**src/rtl/inst_mem_loader.sv**
```systemverilog
// Byte-serial instruction-memory loader: packs little-endian bytes into 32-bit words
// and writes them to consecutive word addresses. Optional checksum byte: LOADER_CHECKSUM_EN.
module inst_mem_loader #(
    parameter int ADDR_W = 8
) (
    input  logic              clk,
    input  logic              rst_n,
    input  logic              Start,
    input  logic [ADDR_W:0]   Word_Count,
    input  logic [7:0]        Byte_In,
    input  logic              Byte_Valid,
    output logic              Byte_Ready,
    output logic              Mem_WE,
    output logic [ADDR_W-1:0] Mem_Addr,
    output logic [31:0]       Mem_WData,
    output logic              Busy,
    output logic              Done,
    output logic              Error
);

    typedef enum logic [2:0] {
        IDLE   = 3'd0,
        LOAD   = 3'd1,
        WRITE  = 3'd2,
`ifdef LOADER_CHECKSUM_EN
        CHECK  = 3'd4,
`endif
        FINISH = 3'd3
    } state_t;

    localparam logic [ADDR_W:0] MAX_WORDS = {1'b1, {ADDR_W{1'b0}}};

    state_t            state_reg;
    state_t            state_next;
    logic [ADDR_W-1:0] addr_reg;
    logic [ADDR_W-1:0] last_addr_reg;
    logic [1:0]        idx_reg;
    logic              err_reg;
    logic              wc_ok;
    logic              start_ok;
    logic              byte_acc;
    logic              last_word;

    assign wc_ok     = (Word_Count != '0) && (Word_Count <= MAX_WORDS);
    assign start_ok  = (state_reg == IDLE) && Start && wc_ok;
    assign byte_acc  = Byte_Valid && Byte_Ready;
    assign last_word = (addr_reg == last_addr_reg);

`ifdef LOADER_CHECKSUM_EN
    logic [7:0] sum_reg;
    logic       bad_reg;

    assign Byte_Ready = (state_reg == LOAD) || (state_reg == CHECK);
    assign Error      = err_reg || ((state_reg == FINISH) && bad_reg);

    always_ff @(posedge clk or negedge rst_n) begin
        if (!rst_n) begin
            sum_reg <= '0;
            bad_reg <= 1'b0;
        end else if (start_ok) begin
            sum_reg <= '0;
            bad_reg <= 1'b0;
        end else if (state_reg == LOAD && byte_acc) begin
            sum_reg <= sum_reg + Byte_In;
        end else if (state_reg == CHECK && byte_acc) begin
            bad_reg <= (Byte_In != sum_reg);
        end
    end
`else
    assign Byte_Ready = (state_reg == LOAD);
    assign Error      = err_reg;
`endif

    assign Mem_WE   = (state_reg == WRITE);
    assign Mem_Addr = addr_reg;
    assign Busy     = (state_reg != IDLE);
    assign Done     = (state_reg == FINISH);

    always_ff @(posedge clk or negedge rst_n) begin
        if (!rst_n) begin
            state_reg <= IDLE;
        end else begin
            state_reg <= state_next;
        end
    end

    always_comb begin
        state_next = state_reg;
        case (state_reg)
            IDLE:   if (start_ok) state_next = LOAD;
            LOAD:   if (byte_acc && idx_reg == 2'd3) state_next = WRITE;
            WRITE: begin
                if (last_word) begin
`ifdef LOADER_CHECKSUM_EN
                    state_next = CHECK;
`else
                    state_next = FINISH;
`endif
                end else begin
                    state_next = LOAD;
                end
            end
`ifdef LOADER_CHECKSUM_EN
            CHECK:  if (byte_acc) state_next = FINISH;
`endif
            FINISH: state_next = IDLE;
            default: state_next = IDLE;
        endcase
    end

    // Address stops at the last word rather than stepping past it, so it never wraps.
    always_ff @(posedge clk or negedge rst_n) begin
        if (!rst_n) begin
            addr_reg      <= '0;
            last_addr_reg <= '0;
            idx_reg       <= '0;
            err_reg       <= 1'b0;
        end else begin
            err_reg <= (state_reg == IDLE) && Start && !wc_ok;
            if (start_ok) begin
                addr_reg      <= '0;
                last_addr_reg <= ADDR_W'(Word_Count - (ADDR_W + 1)'(1));
                idx_reg       <= '0;
            end else if (state_reg == LOAD && byte_acc) begin
                idx_reg <= idx_reg + 2'd1;
            end else if (state_reg == WRITE && !last_word) begin
                addr_reg <= addr_reg + ADDR_W'(1);
            end
        end
    end

    // One byte lane per word position; lane gi captures the gi-th accepted byte.
    generate
        for (genvar gi = 0; gi < 4; gi++) begin : g_lane
            logic [7:0] lane_reg;

            always_ff @(posedge clk or negedge rst_n) begin
                if (!rst_n) begin
                    lane_reg <= '0;
                end else if (state_reg == LOAD && byte_acc && idx_reg == 2'(gi)) begin
                    lane_reg <= Byte_In;
                end
            end

            assign Mem_WData[gi*8 +: 8] = lane_reg;
        end
    endgenerate

endmodule

```
**config.mk**
```make
export PLATFORM = sky130hd
export DESIGN_NAME = inst_mem_loader
export DESIGN_NICKNAME = d
export VERILOG_FILES = /design/src/rtl/inst_mem_loader.sv
export SDC_FILE = /design/constraint.sdc
export NUM_CORES = 1
export LEC_CHECK = 0
export ABC_AREA = 1
export BUFFER_PORTS_ARGS = -buffer_cell sky130_fd_sc_hd__buf_2
export CORE_ASPECT_RATIO = 0.6
export CORE_UTILIZATION = 48
export CTS_BUF_LIST = sky130_fd_sc_hd__clkbuf_4
export DETAILED_ROUTE_END_ITERATION = 10
export PLACE_DENSITY = 0.72
export SYNTH_ARGS = -nofsm -noshare
export SYNTH_HDL_FRONTEND = slang
export SYNTH_SLANG_ARGS = --single-unit
```
**constraint.sdc**
```tcl
create_clock -name clk -period 2.9 [get_ports clk]
set_input_delay 0.58 -clock clk [delete_from_list [all_inputs] [get_ports clk]]
set_output_delay 0.58 -clock clk [all_outputs]
set_load 0.02 [all_outputs]
```
==> results of run 1 <==
cell usage after synthesis:
library cell  count  share of area, %
nor2_1            6              0.82
a21oi_1           1              0.18
inv_2             2              0.28
nor2_4            3               1.2
o21ai_1          32               5.9
buf_6             6               2.5
nand4_1           8               1.8
xor2_1            7               2.2
nand2_1          87                12
nand3_4           2               1.3
o21ai_4           1              0.60
xnor2_1           6               1.9
dfrtp_1          53                49
inv_4             1              0.23
buf_2             1              0.18
o21ai_2           6               1.9
nor2_2            4              0.92
o21ai_0           1              0.18
nand3_1          14               2.6
ha_1              7               3.2
nand2_2           3              0.69
nand2_4           7               2.9
a21oi_2           1              0.32
inv_1            36               4.9
nand3_2           5               1.8
o21a_1            1              0.28
buf_8             1              0.55
cell families after synthesis:
kind of cell | after synthesis | synth area share, %
and+or+nand+nor | 139 | 26.03
DFF | 53 | 48.58
buffers and inverters | 47 | 8.662
AOI/OAI and AO/OA | 43 | 9.349
xor gates and xnor gates | 13 | 4.171
adders and majority gates | 7 | 3.208
power by group:
group / switching [W] / total (W) / internal [W] / leakage (nW)
registers: 0.000192 / 0.00122 / 0.00103 / 0.672
logic: 0.000844 / 0.00130 / 0.000455 / 1.07
clock network: 0.000231 / 0.000412 / 0.000181 / 0.0417
path summary, 6_finish.rpt:
path	from	endpoint	slack, ns
min in group clk	Word_Count[0]	last_addr_reg[0]	0.42
worst min register to register	g_lane[0].lane_reg[2]	g_lane[0].lane_reg[2]	0.51
worst max register to register	state_reg[0]	last_addr_reg[7]	1.33
worst max-delay path	state_reg[1]	Mem_WE	0.96
worst min-delay path	rst_n	g_lane[3].lane_reg[6]	0.32
max in group asynchronous	rst_n	Mem_Addr[3]	2.14
per-layer routing:
layer	global-route usage [%]	wire, um	vias to the layer above
met5	0	0	-
met4	6.092	60	0
met3	3.571	237	6
met2	32.54	2441	59
met1	29.36	2855	1007
li1	-	-	1087
final cells by class:
| class | instances | area share, % |
|---|---|---|
| clock buffer | 5 | 1.195 |
| clock inverter | 2 | 1.235 |
| inverter | 39 | 4.739 |
| multi-input combinational | 202 | 37.16 |
| sequential | 53 | 42.21 |
| tap | 66 | 2.628 |
| timing repair buffer | 67 | 10.83 |
worst register-to-register path, stage by stage (launching register included):
cell     delay (ns)
dfrtp_1        0.44
inv_2          0.12
nand3_1        0.13
inv_1          0.12
nand3_4        0.35
o21a_1         0.31
through the flow:
stage	area, um^2	instances
after floorplan	2730	302
after global placement	3065	427
after detailed placement	3065	427
after CTS	3142	434
after global routing	3142	434
final	3142	434
==> metrics.cfg, run 1 <==
[power]
leakagePower_nw = 1.784
peakVddDrop_mv = 0.5430
p_total_w = 0.002932
p_per_area_mw_per_mm2 = 933.1

[clock_network]
cts_setup_buffers = 0
clk_pin_slew_worst_paths_ns = 0.16
clock_latency_ns = 0.37
ctsResizeCount = 0
cts_buffer_depth = 2
hold_buffers = 0
cts_tree = built
clockRootBuffer = clkbuf_4
cts_buffers = 5
cts_sinks = 53
htree_levels = 2

[critical_path]
crit_path_top_delay_cell = dfrtp_1
path_cells = inv_1 -> nor2_1 -> buf_4 -> buf_2
cp.arrival_ns = 1.36
start_kind = flip-flop
path_class = flip-flop to primary output
critPathRequiredTime_ns = 2.32
path_depth = 4
cp_max_fo = 11
cp-end-kind = primary output
cpPeakStageDelay_ns = 0.43
path_buf_inv = 3
cp_top_family = buffers and inverters
r2r_cells = 5

[hold_path]
holdCritPathClass = primary input to asynchronous set/reset pin

[synthesis]
ys_seq_area_share_pct = 48.58
synth_nets = 330
syn_area_per_cell_um2 = 9.040
syn_inst = 302
synth_cell_types = 27
netlist_area_mm2 = 0.002730
ys_seq_elements = 53
ys_warn_count = 0

[grt]
antenna_found_initial = 0
grt_pass1_vias = 2019
grt_pass1_wl_um = 9535
grt_util_all_layers_pct = 20.47
grt_max_degree = 54
grt_overflow = 0

[detailed_routing]
drc = 0
viasPerCell = 4.975
first_iter_violations = 108
ant_nets = 0
routed_wl_um = 5595
dr.pass1.iters = 4
dr_total_vias = 2159
wl_per_cell_um = 12.89

[timing]
maxSlewViolCount = 0
period_share_pct = 66.77
timing.hold.ws_ns = 0.3196
min_period_ns = 1.936
max_slew.worst_pin.slew_ns = 0.6628
timing.final.hold_violations = 0
skew_ns = 0.01996
rsz0062_at_grt = no
max_slew_margin_pct = 55.82
setup_tns_ns = 0
setup_viol = 0
setup_ws_ns = 0.9636
fmaxAchievable_ghz = 0.5164

[place]
io_buffer_count = 65
place_congestion = 0.7395
pre_cts_ws_ns = 0.7949
hpwlAfterDp_um = 4155

[die]
coreArea_mm2 = 0.005255
io_pins = 66
die-height_um = 60.42
start_util_pct = 51.95
die_area_mm2 = 0.006004
die_w_um = 99.37
num_rows = 20

[layout]
multiInputGateArea_mm2 = 0.001167
fin_nets = 396
layout_common_cells = nand2_1, buf_2, dfrtp_1, inv_1, o21ai_1
finalCoreUtilization_pct = 59.79
ff_latch_area_mm2 = 0.001326
layout_commonest_cell = nand2_1
nFillCells = 475
area_growth_syn_to_layout_pct = 15.08
drive_above_1_share_pct = 29.62
n_antenna_cell = 0
largest_reg_flops = 32

[run]
maxCapViolations = 0

[run_status]
status = complete, no violations

Power figures use the tool's default switching activity.
==> inputs of run 2 (changes only) <==
--- a/config.mk
+++ b/config.mk
@@ -11,7 +11,7 @@
 export CORE_UTILIZATION = 48
 export CTS_BUF_LIST = sky130_fd_sc_hd__clkbuf_4
 export DETAILED_ROUTE_END_ITERATION = 10
-export PLACE_DENSITY = 0.72
+export PLACE_DENSITY = 0.75
 export SYNTH_ARGS = -nofsm -noshare
 export SYNTH_HDL_FRONTEND = slang
 export SYNTH_SLANG_ARGS = --single-unit
==> constraint.sdc (replaced) <==
create_clock -name clk -period 1.7 [get_ports clk]
set_input_delay 0.34 -clock clk [delete_from_list [all_inputs] [get_ports clk]]
set_output_delay 0.34 -clock clk [all_outputs]
set_load 0.02 [all_outputs]
==> metrics.cfg, run 2 (same netlist as run 1, synthesis figures left out) <==
[critical_path]
cp.arrival_ns = 1.27
start_kind = flip-flop
path_buf_inv = 3
path_class = flip-flop to primary output
critPathRequiredTime_ns = 1.36
path_cells = inv_2 -> nor2_2 -> buf_6 -> buf_4
cp_top_family = flip-flops
cp_max_fo = 4
cp-end-kind = primary output
crit_path_top_delay_cell = dfrtp_1
cpPeakStageDelay_ns = 0.46

[detailed_routing]
drc = 0
dr.pass1.iters = 4
dr_total_vias = 2187
viasPerCell = 4.948
wl_per_cell_um = 12.84
routed_wl_um = 5675
first_iter_violations = 94
ant_nets = 0

[clock_network]
cts_buffer_depth = 2
cts_sinks = 53
clock_latency_ns = 0.39
htree_levels = 2
clockRootBuffer = clkbuf_4
clk_pin_slew_worst_paths_ns = 0.17
cts_buffers = 5
cts_tree = built

[die]
die_w_um = 99.37
die-height_um = 60.42
die_area_mm2 = 0.006004
num_rows = 20
io_pins = 66
start_util_pct = 51.95
coreArea_mm2 = 0.005255

[power]
swShare_pct = 44.76
p_int_w = 0.002731
p_comb_share_pct = 45.7
pwr-share-clk_pct = 12.0
p_per_area_mw_per_mm2 = 1533
peakVddDrop_mv = 0.8442
p_switching_w = 0.002213
p_seq_share_pct = 42.3
leakagePower_nw = 1.827
p_total_w = 0.004944

[layout]
final_area_mm2 = 0.003226
layout_commonest_cell = nand2_1
fin_cells = 442
area_growth_syn_to_layout_pct = 18.15
layout_common_cells = nand2_1, buf_2, dfrtp_1, inv_1, o21ai_1
drive_above_1_share_pct = 31.12
n_antenna_cell = 0
largest_reg_flops = 32
fin_nets = 403

[place]
hpwlAfterDp_um = 4306
place_congestion = 0.7578
place_area_mm2 = 0.003141
io_buffer_count = 65
place_inst = 432

[timing]
setup_viol = 0
period_share_pct = 94.61
maxSlewViolCount = 0
max_slew.worst_pin.slew_ns = 0.2698
setup_tns_ns = 0
timing.final.hold_violations = 0
timing.hold.ws_ns = 0.2215
rsz0062_at_grt = no
max_slew_margin_pct = 82.01
skew_ns = 0.02173
fmaxAchievable_ghz = 0.6217
min_period_ns = 1.608

[grt]
grt_pass1_wl_um = 9404
antenna_found_initial = 0
grt_overflow = 0
grt_util_all_layers_pct = 20.53
grt_pass1_vias = 1987
grt_max_degree = 54

[run]
maxCapViolations = 0

[run_status]
status = complete, no violations

[hold_path]
holdCritPathClass = primary input to flip-flop

## run 2: path summary, 6_finish.rpt
check / cells after the start / startpoint / to / slack, ns
setup / recovery: 4 / state_reg[1] / Mem_WE / 0.09
hold / removal: 3 / Word_Count[0] / last_addr_reg[0] / 0.22
setup reg to reg: 7 / state_reg[1] / Mem_Addr[3] / 0.29
hold reg to reg: 2 / g_lane[2].lane_reg[6] / g_lane[2].lane_reg[6] / 0.50
max in group asynchronous: 3 / rst_n / last_addr_reg[1] / 1.01
min in group asynchronous: 3 / rst_n / state_reg[1] / 0.46
## run 2: power groups by stage
stage	combinational, W	sequential [W]	clock, W
after floorplan	0.00117	0.00252	0
after global placement	0.00220	0.00210	0
after detailed placement	0.00228	0.00212	0
after CTS	0.00229	0.00209	0.000607
after global routing	0.00250	0.00216	0.000651
final	0.00226	0.00209	0.000593
## run 2: layout make-up
class / count / area, um^2
fill: 471 / 2029
sequential: 53 / 1326
multi-input combinational: 202 / 1170
timing repair buffer: 74 / 439.2
inverter: 39 / 148.9
tap: 66 / 82.58
clock buffer: 5 / 37.54
clock inverter: 3 / 21.27
## run 2: layer usage
metal	vias up	global-route usage [%]	routed length [um]	share of wire (%)
li1	1103	-	-	-
met1	1022	29.68	2836	50
met2	56	30.95	2441	43
met3	6	4.839	336	5.9
met4	0	6.933	60	1.1
met5	-	0	0	0
## run 2: what timing repair did
action,4_1_cts,5_1_grt
cloned,0,0
setup endpoints to repair,1,1
buffers inserted,1,0
gates resized for setup,2,2
endpoints found under the hold margin,53,0
hold buffers,1,0
## run 2: worst min-delay path: stages
cell     delay [ns]
buf_2          0.09
buf_4          0.10
o21ai_2        0.05
## run 2: per-stage QoR
| step | worst slack [ns] | util [%] |
|---|---|---|
| floorplan | 0.3176 | - |
| global placement | 0.05635 | 59.76 |
| detailed placement | 0.02954 | 59.76 |
| CTS | 0.03661 | 61.33 |
| global route | 0.006256 | 61.38 |
| finish | 0.09155 | 61.38 |
